--- src/rtl/regfile_seq_ctrl_if.sv ---
// Bus bundle for the register-file sequencer: CPU writeback, host preload handshake,
// and the register file write port plus status.
interface regfile_seq_ctrl_if #(
  parameter int DATA_W = 32
);
  logic              cpu_we3;
  logic [3:0]        cpu_wa3;
  logic [DATA_W-1:0] cpu_wd3;
  logic              host_valid;
  logic              host_ready;
  logic [3:0]        host_addr;
  logic [DATA_W-1:0] host_data;
  logic              host_load_done;
  logic              we3;
  logic [3:0]        wa3;
  logic [DATA_W-1:0] wd3;
  logic              cpu_stall;
  logic [1:0]        ctrl_state;
  logic              bad_addr_err;

  modport master (
    output cpu_we3, cpu_wa3, cpu_wd3,
    output host_valid, host_addr, host_data, host_load_done,
    input  host_ready, we3, wa3, wd3, cpu_stall, ctrl_state, bad_addr_err
  );

  modport slave (
    input  cpu_we3, cpu_wa3, cpu_wd3,
    input  host_valid, host_addr, host_data, host_load_done,
    output host_ready, we3, wa3, wd3, cpu_stall, ctrl_state, bad_addr_err
  );
endinterface

--- src/rtl/regfile_seq_ctrl.sv ---
// Register-file write-port sequencer: CLEAR sweep, host preload (LOAD), then CPU writeback (RUN).
// Define REGFILE_HOST_RUN_WR_EN to let the host fill idle writeback cycles during RUN.
module regfile_seq_ctrl #(
  parameter int                NREGS     = 15,
  parameter int                DATA_W    = 32,
  parameter logic [DATA_W-1:0] CLEAR_VAL = '0
) (
  input logic               clk,
  input logic               reset,
  regfile_seq_ctrl_if.slave bus
);

  typedef enum logic [1:0] {
    ST_CLEAR = 2'b00,
    ST_LOAD  = 2'b01,
    ST_RUN   = 2'b10
  } state_t;

  localparam logic [3:0] LAST_IDX  = 4'(NREGS - 1);
  localparam logic [4:0] NREGS_LIM = 5'(NREGS);

  state_t            state, state_nx;
  logic [3:0]        clr_idx, clr_idx_nx;
  logic              err, err_nx;

  logic              we3_c;
  logic [3:0]        wa3_c;
  logic [DATA_W-1:0] wd3_c;
  logic              host_ready_c;
  logic              cpu_stall_c;
  logic              host_ok;
  logic              cpu_ok;

  assign host_ok = {1'b0, bus.host_addr} < NREGS_LIM;
  assign cpu_ok  = {1'b0, bus.cpu_wa3}   < NREGS_LIM;

  always_ff @(posedge clk) begin
    if (reset) begin
      state   <= ST_CLEAR;
      clr_idx <= '0;
      err     <= 1'b0;
    end else begin
      state   <= state_nx;
      clr_idx <= clr_idx_nx;
      err     <= err_nx;
    end
  end

  always_comb begin
    state_nx     = state;
    clr_idx_nx   = clr_idx;
    err_nx       = err;
    we3_c        = 1'b0;
    wa3_c        = '0;
    wd3_c        = '0;
    host_ready_c = 1'b0;
    cpu_stall_c  = 1'b1;

    case (state)
      ST_CLEAR: begin
        we3_c      = 1'b1;
        wa3_c      = clr_idx;
        wd3_c      = CLEAR_VAL;
        clr_idx_nx = clr_idx + 4'd1;
        if (clr_idx == LAST_IDX) begin
          clr_idx_nx = '0;
          state_nx   = ST_LOAD;
        end
      end

      ST_LOAD: begin
        host_ready_c = 1'b1;
        wa3_c        = bus.host_addr;
        wd3_c        = bus.host_data;
        // Out-of-range requests still complete the handshake so the host never stalls.
        if (bus.host_valid) begin
          if (host_ok) we3_c  = 1'b1;
          else         err_nx = 1'b1;
        end
        if (bus.host_load_done) state_nx = ST_RUN;
      end

      ST_RUN: begin
        cpu_stall_c = 1'b0;
        wa3_c       = bus.cpu_wa3;
        wd3_c       = bus.cpu_wd3;
        if (bus.cpu_we3) begin
          if (cpu_ok) we3_c  = 1'b1;
          else        err_nx = 1'b1;
        end
`ifdef REGFILE_HOST_RUN_WR_EN
        else begin
          // CPU writeback always wins; the host only gets cycles the CPU leaves idle.
          host_ready_c = 1'b1;
          if (bus.host_valid) begin
            wa3_c = bus.host_addr;
            wd3_c = bus.host_data;
            if (host_ok) we3_c  = 1'b1;
            else         err_nx = 1'b1;
          end
        end
`endif
      end

      default: begin
        state_nx   = ST_CLEAR;
        clr_idx_nx = '0;
      end
    endcase
  end

  assign bus.we3          = we3_c;
  assign bus.wa3          = wa3_c;
  assign bus.wd3          = wd3_c;
  assign bus.host_ready   = host_ready_c;
  assign bus.cpu_stall    = cpu_stall_c;
  assign bus.ctrl_state   = state;
  assign bus.bad_addr_err = err;

endmodule

--- src/flat_wrapper.sv ---
// flat-port wrapper written by rule: the top's interface ports become plain ports
module regfile_seq_ctrl_flat 
#(
  parameter int                NREGS     = 15,
  parameter int                DATA_W    = 32,
  parameter logic [DATA_W-1:0] CLEAR_VAL = '0
)
  (clk, reset, bus_cpu_we3, bus_cpu_wa3, bus_cpu_wd3, bus_host_valid, bus_host_addr, bus_host_data, bus_host_load_done, bus_host_ready, bus_we3, bus_wa3, bus_wd3, bus_cpu_stall, bus_ctrl_state, bus_bad_addr_err);
  regfile_seq_ctrl_if #(.DATA_W(DATA_W)) bus_i ();
  input logic clk;
  input logic reset;
  input wire logic [$bits(bus_i.cpu_we3)-1:0] bus_cpu_we3;
  input wire logic [$bits(bus_i.cpu_wa3)-1:0] bus_cpu_wa3;
  input wire logic [$bits(bus_i.cpu_wd3)-1:0] bus_cpu_wd3;
  input wire logic [$bits(bus_i.host_valid)-1:0] bus_host_valid;
  input wire logic [$bits(bus_i.host_addr)-1:0] bus_host_addr;
  input wire logic [$bits(bus_i.host_data)-1:0] bus_host_data;
  input wire logic [$bits(bus_i.host_load_done)-1:0] bus_host_load_done;
  output wire logic [$bits(bus_i.host_ready)-1:0] bus_host_ready;
  output wire logic [$bits(bus_i.we3)-1:0] bus_we3;
  output wire logic [$bits(bus_i.wa3)-1:0] bus_wa3;
  output wire logic [$bits(bus_i.wd3)-1:0] bus_wd3;
  output wire logic [$bits(bus_i.cpu_stall)-1:0] bus_cpu_stall;
  output wire logic [$bits(bus_i.ctrl_state)-1:0] bus_ctrl_state;
  output wire logic [$bits(bus_i.bad_addr_err)-1:0] bus_bad_addr_err;
  assign bus_i.cpu_we3 = bus_cpu_we3;
  assign bus_i.cpu_wa3 = bus_cpu_wa3;
  assign bus_i.cpu_wd3 = bus_cpu_wd3;
  assign bus_i.host_valid = bus_host_valid;
  assign bus_i.host_addr = bus_host_addr;
  assign bus_i.host_data = bus_host_data;
  assign bus_i.host_load_done = bus_host_load_done;
  assign bus_host_ready = bus_i.host_ready;
  assign bus_we3 = bus_i.we3;
  assign bus_wa3 = bus_i.wa3;
  assign bus_wd3 = bus_i.wd3;
  assign bus_cpu_stall = bus_i.cpu_stall;
  assign bus_ctrl_state = bus_i.ctrl_state;
  assign bus_bad_addr_err = bus_i.bad_addr_err;
  regfile_seq_ctrl #(.NREGS(NREGS), .DATA_W(DATA_W), .CLEAR_VAL(CLEAR_VAL)) u_core (.clk(clk), .reset(reset), .bus(bus_i));
endmodule
--- config.mk ---
export PLATFORM = sky130hd
export DESIGN_NAME = regfile_seq_ctrl_flat
export DESIGN_NICKNAME = d
export VERILOG_FILES = /design/src/rtl/regfile_seq_ctrl_if.sv /design/src/rtl/regfile_seq_ctrl.sv /design/src/flat_wrapper.sv
export SDC_FILE = /design/constraint.sdc
export NUM_CORES = 1
export LEC_CHECK = 0
export BUFFER_PORTS_ARGS = -buffer_cell sky130_fd_sc_hd__buf_2
export CORE_MARGIN = 5
export CORE_UTILIZATION = 33
export DETAILED_ROUTE_END_ITERATION = 16
export PLACE_DENSITY = 0.8
export SYNTH_ARGS = -nofsm -noshare
export SYNTH_HDL_FRONTEND = slang
export SYNTH_SLANG_ARGS = --single-unit
--- constraint.sdc ---
create_clock -name clk -period 1.7 [get_ports clk]
set_input_delay 0.34 -clock clk [delete_from_list [all_inputs] [get_ports clk]]
set_output_delay 0.34 -clock clk [all_outputs]
set_load 0.1 [all_outputs]
==> impl_metrics.toml, run 1 <==
[floorplan]
boundaryPins = 119
die_h_um = 65.1
initial_core_util_pct = 33.6
fp.dieW_um = 65.1
num_rows = 20

[logic_synthesis]
syn_nets = 219
yosysTopAreaCell = "a22oi_1"
yosysTopAreaCellShare_pct = 24.8
synth_warnings = 0
synthesis.area_um2 = 1000
yosys.cell_count.top_type = "nor2b_1"
syn-mean-instance-area_um2 = 7.36
synth_seq_cells = 7
synth_top_cells_by_count = "nor2b_1, a22oi_1, clkbuf_1, nor2_1, dfxtp_1"
async_flop_share_pct = 0
netlist_top_cells_area = "a22oi_1, nor2b_1, dfxtp_1, ha_1, a222oi_1"
synth-edff-count = 0
yosysSeqAreaShare_pct = 14.0
synthDistinctLibCells = 24
ys.flop_type = "dfxtp_1"
synth_cells = 136

[clock_tree]
cts_max_path_buffers = 2
cts_num_sinks = 7
cts_made_buffers = 3
h-tree-depth = 1
holdBufCountCts = 0
root_buffer = "clkbuf_4"
cts_setup_buffers = 3
cts_resized = 17

[placed_design]
place_area_um2 = 2740
dp_cells = 292
gp_congestion = 0.810
hpwl_mm = 5.34
numPortBuffers = 118

[outcome]
haltStage = "4_1_cts"
status = "aborted with a tool error"
tool.error = "[ERROR DPL-0033] detailed placement checks failed during check placement."
-- cell families after synthesis --
group	synth area share [%]
simple gates	29.6
xor+xnor	2.63
buf+inv	8.87
flops	14.0
compound gates	37.4
fa+ha+maj	7.50
-- through the flow --
step / setup WS, ps / util [%] / TNS, ps
2_1_floorplan: -552 / - / -20030
3_3_place_gp: -105 / 92.1 / -976
3_5_place_dp: -189 / 92.1 / -2970
==> inputs of run 2 (changes only) <==
- CORE_UTILIZATION: 33 -> 25
- PLACE_DENSITY: 0.8 -> unset
- PLACE_DENSITY_LB_ADDON: unset -> 0.15
==> run 2 against run 1 <==
- the flow now finishes, with violations (negative setup slack)
- synthesized cell count is the same
- synthesized area did not move
==> impl_metrics.toml, run 2 <==
[logic_synthesis]
synth-edff-count = 0
yosysSeqAreaShare_pct = 14.0
synthDistinctLibCells = 24
syn-mean-instance-area_um2 = 7.36
synth_warnings = 0
async_flop_share_pct = 0
yosysTopAreaCellShare_pct = 24.8
synthesis.area_um2 = 1000
syn_nets = 219
synth_seq_cells = 7
yosys.cell_count.top_type = "nor2b_1"
yosysTopAreaCell = "a22oi_1"
netlist_top_cells_area = "a22oi_1, nor2b_1, dfxtp_1, ha_1, a222oi_1"
synth_cells = 136
synth_top_cells_by_count = "nor2b_1, a22oi_1, clkbuf_1, nor2_1, dfxtp_1"
ys.flop_type = "dfxtp_1"

[worst_hold_path]
min_delay_worst_endpoint = "u_core.bus.ctrl_state[1]$_SDFFE_PP0P_"
hold_path_depth = 2
hp-class = "input port to flop"
worstHoldStart = "reset"

[finish]
final_common_cell = "buf_2"
drive_gt1_share_pct = 85.3
num_antenna_cells = 0
final_util_pct = 76.5
multi_input_area_um2 = 1280
seqCellArea_um2 = 148
fill_cells = 277
final_cell_mix = "buf_2, buf_12, a22oi_2, nor2b_4, buf_4"
layoutNonFillerInstCount = 316
nets = 350
syn_to_final_growth_pct = 201
largest_reg_flops = 4
top_register = "u_core.clr_idx"

[outcome]
status = "finished, violations left"
violations = "negative setup slack"

[global_route]
grt_busiest_layer = "met2"
grt_pass1_vias = 1621
met1_usage_pct = 20.9
grt_use_met3_pct = 3.56
grt_pass1_wl_mm = 7.70
grt.overflow.total = 0
antenna_found_initial = 0
track_usage_pct = 17.8
met2_usage_pct = 33.2
grt_max_degree = 25

[clock_tree]
h-tree-depth = 1
tritoncts = "built"
root_buffer = "clkbuf_8"
cts_made_buffers = 3
cts_num_sinks = 7
clk_pin_slew_worst_paths_ps = 40
cts_max_path_buffers = 2
clock_latency_ps = 230

[setup_path]
reg2reg_depth = 6
critical_path_class = "flop to primary output"
cp.required_ps = 1360
critPathMaxFanout = 5
startpoint_type = "flop"
reg2reg_slack_ps = 70
crit-reg2reg-capture = "u_core.bus.ctrl_state[1]$_SDFFE_PP0P_"
cp-end-kind = "primary output"
worstPathArrival_ps = 1670
timing.rr.start = "u_core.bus.ctrl_state[0]$_SDFFE_PP0P_"

[detailed_routing]
first_pass_iters = 6
drc_errors = 0
dr_total_vias = 1571
avgViaCountPerCell = 4.97
drtAntennaViolNets = 0
wl_per_cell_um = 15.9
drt-initial-drc-count = 60
drt-total-wl_mm = 5.02

[floorplan]
initial_core_util_pct = 25.4
num_rows = 23
core-area_um2 = 3940
boundaryPins = 119
die_area_um2 = 5370
fp.dieW_um = 73.3
die_h_um = 73.3

[timing]
period_share_pct = 118
grt_setup_unrepaired = "yes"
setup_ws_ps = -312
drv_slew = 0
slew-limit-headroom_pct = 63.2
finalHoldViolCount = 0
period_needed_ps = 2010
setup_viol = 39
worst_slew_pin_slew_ps = 552
fin_skew_ps = 2.23
timing.fmax_mhz = 497

[pwr]
irDropWorstVdd_v = 0.00206
p_leak_nw = 1.16
powerDensity_nw_per_um2 = 2350
total_power_w = 0.00710

[placed_design]
dp_slack_ps = -130
gp_congestion = 0.763
numPortBuffers = 118
hpwl_mm = 3.63
dp_cells = 299

[run]
max_cap_viol_count = 0
## run 2: how the worst max path moves through the flow
stage	slack [ps]	to	from	depth (start not counted)
after floorplan	-550	bus_wd3[26]	u_core.bus.ctrl_state[0]$_SDFFE_PP0P_	5
after global placement	-100	bus_wa3[1]	u_core.bus.ctrl_state[1]$_SDFFE_PP0P_	5
after detailed placement	-130	bus_wd3[8]	u_core.bus.ctrl_state[0]$_SDFFE_PP0P_	6
after CTS	-280	bus_wa3[3]	u_core.bus.ctrl_state[0]$_SDFFE_PP0P_	5
after global routing	-370	bus_wa3[2]	u_core.bus.ctrl_state[0]$_SDFFE_PP0P_	6
final	-310	bus_wa3[2]	u_core.bus.ctrl_state[0]$_SDFFE_PP0P_	6
## run 2: metal layers
layer,up-vias,wire [um],share of wire [%]
met3,6,391,7.8
met1,737,1900,38
li1,765,-,-
met5,-,0,0
met2,63,2680,53
met4,0,52,1.0
## run 2: final cells by class
cell class                 count  area share (%)
timing repair buffer         141            48.0
inverter                       7            1.20
tap                           50            2.07
sequential                     7            4.89
clock buffer                   4            1.49
multi-input combinational    107            42.3
## run 2: what timing repair did
action	CTS	global route
hold buffers	0	0
setup endpoints to repair	39	43
buffers inserted	10	2
gates cloned	0	1
pin swaps	9	3
resized for setup	32	4
## run 2: critical path: stages, from the launching register on
cell      delay [ps]
dfxtp_4          350
buf_4            140
ha_4             160
buf_2            160
a222oi_1         390
nor2_4            60
buf_12           180
## run 2: stage by stage
step                hold slack, ps  area, um2  setup TNS, ps
finish                         342       3020          -9000
global route                   336       3020         -11230
CTS                            334       2960          -8220
detailed placement             475       2650          -3640
global placement               472       2650          -2940
floorplan                      397       1420         -20030
## run 2: logic make-up (layout without fill, tap and decap cells)
| group | Yosys count | count (layout) | synth area share [%] |
|---|---|---|---|
| simple gates | 51 | 51 | 29.6 |
| buf+inv | 22 | 152 | 8.87 |
| flops | 7 | 7 | 14.0 |
| fa+ha+maj | 6 | 6 | 7.50 |
| xor+xnor | 3 | 3 | 2.63 |
| compound gates | 47 | 47 | 37.4 |
## run 2: report_power, final
group	switching, W	internal, W
registers	0.0000771	0.000238
logic	0.00372	0.00283
clock network	0.0000693	0.000162
total	0.00387	0.00323
Note: power is estimated with default switching activity, not from simulation.
==> inputs of run 3 (changes only) <==
- CELL_PAD_IN_SITES_DETAIL_PLACEMENT: unset -> 0
- CELL_PAD_IN_SITES_GLOBAL_PLACEMENT: unset -> 2
- CORE_UTILIZATION: 25 -> 14
==> run 3 against run 2 <==
- the run still ends with negative setup slack left
- setup slack gained 9.3 ps
- via count grew 1.2%
- flip-flop and latch count is the same
- clock skew grew 2.1 ps
- power grew 2.4%
- largest power group unchanged
- highest routed layer unchanged
- worst hold slack gained 17 ps
- first-iteration DRC count shrank 25%
- critical path depth is the same
- largest cell class unchanged
- sequential share of layout area shrank 0.16 points
- clock power grew 3%
- maximum frequency grew 0.46%
==> impl_metrics.toml, run 3 (same netlist as run 2, synthesis figures left out) <==
[setup_path]
critPathMaxFanout = 4
reg2reg_slack_ps = -20
crit-reg2reg-capture = "u_core.bus.ctrl_state[1]$_SDFFE_PP0P_"
endpoint = "bus_wa3[3]"
critPathLaunch = "u_core.bus.ctrl_state[0]$_SDFFE_PP0P_"
timing.rr.start = "u_core.bus.ctrl_state[0]$_SDFFE_PP0P_"
cp.required_ps = 1360
critical_path_class = "flop to primary output"
startpoint_type = "flop"
reg2reg_depth = 6
worstPathArrival_ps = 1660
cp-end-kind = "primary output"

[floorplan]
fp.dieW_um = 94.6
core-area_um2 = 6870
num_rows = 30
boundaryPins = 119
die_h_um = 94.6
initial_core_util_pct = 14.6
die_area_um2 = 8940

[placed_design]
numPortBuffers = 118
dp_slack_ps = -115
gp_congestion = 0.685
hpwl_mm = 4.31

[clock_tree]
cts_max_path_buffers = 2
h-tree-depth = 1
holdBufCountCts = 0
root_buffer = "clkbuf_8"
tritoncts = "built"
cts_made_buffers = 3
clk_pin_slew_worst_paths_ps = 40
cts_num_sinks = 7
clock_latency_ps = 230

[timing]
period_share_pct = 118
finalHoldViolCount = 0
worst_slew_pin_slew_ps = 551
drv_slew = 0
fin_tns_setup_ps = -8160
fin_skew_ps = 4.37
period_needed_ps = 2000
timing.fmax_mhz = 499
setup_ws_ps = -303
slew-limit-headroom_pct = 63.3
grt_setup_unrepaired = "yes"
setup_viol = 40

[detailed_routing]
drt-initial-drc-count = 45
first_pass_iters = 4
drtAntennaViolNets = 0
dr_total_vias = 1590
drt-total-wl_mm = 5.82
drc_errors = 0
wl_per_cell_um = 16.0
avgViaCountPerCell = 4.36

[pwr]
p_leak_nw = 1.18
irDropWorstVdd_v = 0.000785
powerDensity_nw_per_um2 = 2330

[global_route]
track_usage_pct = 12.1
antenna_found_initial = 0
grt.overflow.total = 0
grt_max_degree = 21
grt_pass1_wl_mm = 8.54
grt_pass1_vias = 1671

[outcome]
violations = "negative setup slack"
status = "finished, violations left"

[finish]
final_common_cell = "buf_2"
nets = 353
drive_gt1_share_pct = 85.5
final_cell_mix = "buf_2, buf_12, a22oi_2, nor2b_4, buf_4"
largest_reg_flops = 4
syn_to_final_growth_pct = 212
top_register = "u_core.clr_idx"
num_antenna_cells = 0

[run]
max_cap_viol_count = 0

[worst_hold_path]
hp-class = "input port to flop"
## run 3: metrics by stage
stage               hold slack [ps]  utilization (%)  instance area [um2]  instances  total power [W]
floorplan                       397                -                 1420        136          0.00456
global placement                471             40.0                 2750        348          0.00635
detailed placement              481             40.0                 2750        348          0.00636
CTS                             342             45.4                 3120        366          0.00735
global route                    357             45.4                 3120        365          0.00757
finish                          358             45.4                 3120        365          0.00727
## run 3: layout make-up
type,count,area (um2)
sequential,7,148
timing repair buffer,144,1500
tap,96,120
inverter,7,35.0
multi-input combinational,107,1270
fill,686,3750
clock buffer,4,45.0
## run 3: power by group
part	internal, W	leakage (nW)	switching (W)	total (W)
sequential	0.000238	0.0588	0.0000746	0.000312
combinational	0.00292	1.10	0.00380	0.00672
clock	0.000163	0.0228	0.0000751	0.000238
total	0.00332	1.18	0.00395	0.00727
## run 3: critical path, stage by stage, from the launching register on
cell and delay (ps):
dfxtp_4 360, inv_4 50, ha_4 170, buf_12 120, a222oi_1 480, nor2_4 60, buf_12 180
## run 3: per-layer routing
metal  track usage [%]  part of all wire [%]  wire length, um
met4              1.20                  0.22               13
met2              23.6                    55             3210
met5                 0                     0                0
met1              14.2                    38             2190
met3              2.07                   7.1              416
## run 3: repair_timing
action,CTS,global route
pin swaps,15,8
gates resized for setup,38,5
endpoints found under the setup margin,39,42
gates cloned,1,0
setup buffers,14,0
## run 3: worst min path at each step
stage | startpoint | endpoint | depth (start not counted)
6_report | reset | u_core.bus.ctrl_state[0]$_SDFFE_PP0P_ | 2
3_5_place_dp | u_core.bus.bad_addr_err$_SDFFE_PP0P_ | u_core.bus.bad_addr_err$_SDFFE_PP0P_ | 1
4_1_cts | reset | u_core.bus.ctrl_state[1]$_SDFFE_PP0P_ | 2
3_3_place_gp | u_core.bus.bad_addr_err$_SDFFE_PP0P_ | u_core.bus.bad_addr_err$_SDFFE_PP0P_ | 1
2_1_floorplan | reset | u_core.bus.ctrl_state[1]$_SDFFE_PP0P_ | 1
5_1_grt | reset | u_core.bus.ctrl_state[0]$_SDFFE_PP0P_ | 2
